File: config.mk
export PLATFORM = sky130hd
export DESIGN_NAME = modexp_driver
export DESIGN_NICKNAME = d
export VERILOG_FILES = /design/src/rtl/modexp_driver.sv
export SDC_FILE = /design/constraint.sdc
export NUM_CORES = 1
export LEC_CHECK = 0
export CORE_MARGIN = 2
export CORE_UTILIZATION = 45
export CTS_CLUSTER_SIZE = 24
export DETAILED_ROUTE_END_ITERATION = 7
export PLACE_DENSITY_LB_ADDON = 0.05
export SLEW_MARGIN = 20
export SYNTH_ARGS = -nofsm -noshare
export SYNTH_HDL_FRONTEND = slang
export SYNTH_SLANG_ARGS = --single-unit
export TNS_END_PERCENT = 5
File: constraint.sdc
create_clock -name clk_in -period 16.5 [get_ports clk_in]
set_clock_uncertainty 0.05 [all_clocks]
set_input_delay 2.475 -clock clk_in [delete_from_list [all_inputs] [get_ports clk_in]]
set_output_delay 2.475 -clock clk_in [all_outputs]
set_load 0.05 [all_outputs]
File: src/rtl/modexp_driver.sv
// modexp_driver: square-and-multiply modular exponentiation driving an external modulus reducer
module modexp_driver #(
  parameter int WIDTH     = 16,
  parameter int EXP_WIDTH = 16
) (
  input  logic                 clk_in,
  input  logic                 rst_n_in,
  input  logic                 start_in,
  input  logic [WIDTH-1:0]     base_in,
  input  logic [EXP_WIDTH-1:0] exponent_in,
  input  logic [WIDTH-1:0]     modulus_in,
  output logic [WIDTH-1:0]     result_out,
  output logic                 busy_out,
  output logic                 valid_out,
  output logic                 error_out,
  output logic                 red_ready_out,
  output logic [2*WIDTH-1:0]   red_value_out,
  output logic [WIDTH-1:0]     red_modulus_out,
  input  logic [WIDTH-1:0]     red_value_in,
  input  logic                 red_busy_in,
  input  logic                 red_valid_in
);
  localparam int BW = (EXP_WIDTH > 1) ? $clog2(EXP_WIDTH) : 1;
  typedef enum logic [2:0] {
    IDLE, ISSUE_BASE, WAIT_BASE, ISSUE_SQ, WAIT_SQ, ISSUE_MUL, WAIT_MUL, DONE
  } state_e;
  state_e               state_q;
  logic [WIDTH-1:0]     base_q, acc_q, mod_q, result_q;
  logic [EXP_WIDTH-1:0] exp_q;
  logic [BW-1:0]        bit_q;
  logic [2*WIDTH-1:0]   value_q, sq_d, mul_d;
  logic                 busy_q, valid_q, error_q;
  logic [WIDTH-1:0]     acc_d;
  // Operands are formed on entry to each ISSUE state so they are already registered when the request pulses.
  always_comb begin
    acc_d = (state_q == WAIT_MUL && exp_q[bit_q]) ? red_value_in : acc_q;
    sq_d  = {{WIDTH{1'b0}}, acc_d} * {{WIDTH{1'b0}}, acc_d};
    mul_d = {{WIDTH{1'b0}}, red_value_in} * {{WIDTH{1'b0}}, base_q};
  end
  // Control FSM; every run issues the multiply so the transaction count is exponent-independent.
  always_ff @(posedge clk_in or negedge rst_n_in) begin
    if (!rst_n_in) begin
      state_q  <= IDLE;
      base_q   <= '0;
      acc_q    <= '0;
      mod_q    <= '0;
      result_q <= '0;
      exp_q    <= '0;
      bit_q    <= '0;
      value_q  <= '0;
      busy_q   <= 1'b0;
      valid_q  <= 1'b0;
      error_q  <= 1'b0;
    end else begin
      case (state_q)
        IDLE: if (start_in) begin
          mod_q <= modulus_in;
          if (modulus_in == '0) begin
            result_q <= '0;
            error_q  <= 1'b1;
            valid_q  <= 1'b1;
            state_q  <= DONE;
          end else begin
            base_q  <= base_in;
            exp_q   <= exponent_in;
            acc_q   <= WIDTH'(1);
            bit_q   <= BW'(EXP_WIDTH - 1);
            value_q <= {{WIDTH{1'b0}}, base_in};
            busy_q  <= 1'b1;
            state_q <= ISSUE_BASE;
          end
        end
        ISSUE_BASE: if (!red_busy_in) state_q <= WAIT_BASE;
        ISSUE_SQ:   if (!red_busy_in) state_q <= WAIT_SQ;
        ISSUE_MUL:  if (!red_busy_in) state_q <= WAIT_MUL;
        WAIT_BASE: if (red_valid_in) begin
          base_q  <= red_value_in;
          value_q <= sq_d;
          state_q <= ISSUE_SQ;
        end
        WAIT_SQ: if (red_valid_in) begin
          acc_q   <= red_value_in;
          value_q <= mul_d;
          state_q <= ISSUE_MUL;
        end
        WAIT_MUL: if (red_valid_in) begin
          acc_q <= acc_d;
          if (bit_q == '0) begin
            result_q <= acc_d;
            error_q  <= 1'b0;
            valid_q  <= 1'b1;
            busy_q   <= 1'b0;
            state_q  <= DONE;
          end else begin
            bit_q   <= bit_q - 1'b1;
            value_q <= sq_d;
            state_q <= ISSUE_SQ;
          end
        end
        DONE: begin
          valid_q <= 1'b0;
          error_q <= 1'b0;
          state_q <= IDLE;
        end
        default: state_q <= IDLE;
      endcase
    end
  end
  assign red_ready_out   = (state_q == ISSUE_BASE || state_q == ISSUE_SQ || state_q == ISSUE_MUL) && !red_busy_in;
  assign red_value_out   = value_q;
  assign red_modulus_out = mod_q;
  assign result_out      = result_q;
  assign busy_out        = busy_q;
  assign valid_out       = valid_q;
  assign error_out       = error_q;
endmodule

==> flow_metrics.tcl <==
set metrics [dict create \
    cts_tree "done" \
    path_class "primary input to register" \
    worst_pin_slew_ps 1077 \
    final_area_um2 23580 \
    period_minus_slack_ps 10030 \
    synth.distinct_cells 64 \
    ant_nets 0 \
    core.rowCount 79 \
    finalHoldViolations 0 \
    min_path_type "register to register" \
    die_h_um 220.3 \
    drt-met1-wl_mm 26.71 \
    path_clk_slew_ps 60 \
    dpl_worst_slack_ps 6077 \
    core_area_um2 46360 \
    clockRootBuffer "clkbuf_16" \
    h-tree-depth 4 \
    clk_path_buf_depth 2 \
    cts_setup_buffers 0 \
    dp_hpwl_mm 48.22 \
    final_nets 3068 \
    timing.final.ws_setup_ps 6475 \
    rsz0062_at_grt "false" \
    cts_hold_buffers 0 \
    synth-seq-area-share_pct 14.51 \
    worstSetupEndpoint "red_value_out[30]" \
    ctsResizeCount 0 \
    drc 0 \
    num_vias 16307 \
    initial_utilization_pct 45.40 \
    cp-start-kind "primary input" \
    setup_violations 0 \
    met2_length_mm 30.58 \
    max_stage_delay_ps 700 \
    drt-total-wl_mm 60.67 \
    timing.rr.start "bit_q[0]" \
    antenna_cells 0 \
    r2r_cells 28 \
    drt_iter0_markers 885 \
    die_w_um 220.3 \
    cts_sinks 122 \
    antenna_found_initial 0 \
    grt_overflow 0 \
    crit_slowest_cell "mux2i_1" \
    wl_met3_mm 2.096 \
    ys_async_sr_fraction_pct 100.0 \
    wl_per_cell_um 19.85 \
    yosys.area.top_type "fa_1" \
    ys.flop_type "dfrtp_1" \
    maxSlewHeadroom_pct 27.94 \
    track_usage_pct 26.22 \
    top_layer_used "met4" \
    cts-buffers-inserted 17 \
    critPathRequiredTime_ps 16760 \
    dieArea_um2 48510 \
    cp-end-kind "register" \
    syn_to_final_growth_pct 12.06 \
    syn-instance-count 2354 \
    io_pins 137 \
    setup.worst_path.start "red_value_in[10]" \
    synth_nets 2986 \
    clkLatencyLatePin_ps 420 \
    dpl_cell_area_um2 23000 \
    grt_first_pass_wirelength_mm 97.47 \
    yosys_warnings 0 \
    min_period_over_period_pct 60.76 \
    maxSlewViolCount 0 \
    cp_data_arrival_time_ps 10280 \
    synthTopCellsByArea "fa_1, dfrtp_1, ha_1, inv_1, nand2_1" \
    syn_area_um2 21050 \
    first_pass_iters 5 \
    max_freq_mhz 99.75 \
    gp_congestion 0.8910 \
    timing.rr.end "red_value_out[30]" \
    r2r_slack_ps 6910 \
    grt_max_degree 73 \
    drv_cap 0 \
    cpMostUsedCell "fa_1" \
    numPortBuffers 136 \
    status "complete, no violations" \
    timing.setup.tns_ps 0 \
    grt_pass1_vias 17390 \
    synth_edf_count 0 \
    ys_ff_latch 122 \
    avgViaCountPerCell 5.336 \
    drive_gt1_share_pct 4.410 \
    avgSynthCellArea_um2 8.940 \
    nFillCells 4429 \
    yosys.area.top_type_share_pct 33.86 \
    path_max_fanout 19 \
]
## cells by family after synthesis
family	Yosys count	synth area share (%)
compound gates	289	8.871
xor+xnor	62	2.580
fa+ha+maj	563	46.17
buf+inv	579	10.44
flops	122	14.51
mux	60	3.306
simple gates	679	14.13
## stage by stage
| step | instances | util, % | hold slack (ps) |
|---|---|---|---|
| final | 3056 | 50.87 | 422.5 |
| after global routing | 3056 | 50.87 | 443.7 |
| after CTS | 3056 | 50.86 | 426.4 |
| after detailed placement | 3024 | 49.61 | 410.9 |
| after global placement | 3024 | 49.61 | 409.9 |
| after floorplan | 2354 | - | 415.6 |
## layout make-up
| class | count | area, um2 | share of cell area (%) |
|---|---|---|---|
| sequential | 122 | 3053 | 12.95 |
| clock inverter | 13 | 135.1 | 0.5730 |
| timing repair buffer | 168 | 1603 | 6.796 |
| clock buffer | 19 | 442.9 | 1.878 |
| inverter | 474 | 1779 | 7.545 |
| multi-input combinational | 1653 | 15810 | 67.04 |
| tap | 607 | 759.5 | 3.221 |
## synthesized netlist by cell type, types with 10 or more instances
cell / number
ha_1: 207
a21oi_1: 61
o21ai_0: 85
a22o_1: 15
a31oi_1: 11
nand3_1: 17
nor2_1: 110
inv_1: 467
a21o_1: 30
nand2b_1: 10
a221oi_1: 18
nor3_1: 12
fa_1: 356
clkbuf_1: 90
nand2_1: 394
mux2i_1: 29
dfrtp_1: 122
and2_1: 89
xor2_1: 22
mux2_2: 26
and3_1: 13
xnor2_1: 40
## sequential cells by signal, summed over array words and instances, names as in the netlist
register and cells:
acc_q 16, base_q 16, bit_q 4, busy_out 1
error_out 1, exp_q 16, red_modulus_out 16, red_value_out 32
result_out 16, state_q 3, valid_out 1
## layer usage
layer  GRT usage [%]  vias up
met5               0        -
met4           6.242        0
met3           2.254       66
met2           46.33      349
met1           34.90     8405
li1                -     7487
## how the worst min path moves through the flow
stage | slack [ps] | endpoint | from | depth (start not counted)
after floorplan | 420 | acc_q[0] | acc_q[0] | 2
after global placement | 410 | red_modulus_out[13] | red_modulus_out[13] | 2
after detailed placement | 410 | red_modulus_out[11] | red_modulus_out[11] | 2
after CTS | 430 | red_modulus_out[11] | red_modulus_out[11] | 2
after global routing | 440 | red_modulus_out[7] | red_modulus_out[7] | 2
final | 420 | red_modulus_out[11] | red_modulus_out[11] | 2
## layout by cell type (no fill, tap or decap), drive strengths merged, types with 7 or more instances in the layout
cell type	netlist	final
xnor2	40	40
nand2	394	394
buf	15	33
clkinv	5	10
nand2b	10	10
and2	89	89
nor2b	9	9
dfrtp	122	122
inv	469	475
a221oi	18	18
clkbuf	90	19
nor3	12	12
a31oi	11	11
nor2	110	110
o21ai	87	87
a22o	15	15
o21a	7	7
and3	13	13
nand3	18	18
xor2	22	22
ha	207	207
mux2i	29	29
a21oi	61	61
a21o	30	30
nand4	8	8
fa	356	356
o22ai	9	9
nor4	7	7
clkdlybuf4s50	0	135
mux2	26	26
## critical path, delay by kind of cell
family | cells | cell delay (ps)
AO/OA/AOI/OAI | 7 | 1660
adder cells (fa/ha/maj) | 7 | 3330
buffers and inverters | 8 | 1480
multiplexers | 1 | 700
AND/OR/NAND/NOR | 3 | 590
Power is not shown: default switching activity piles up to over one toggle a cycle in this logic, so the estimate is an artifact.
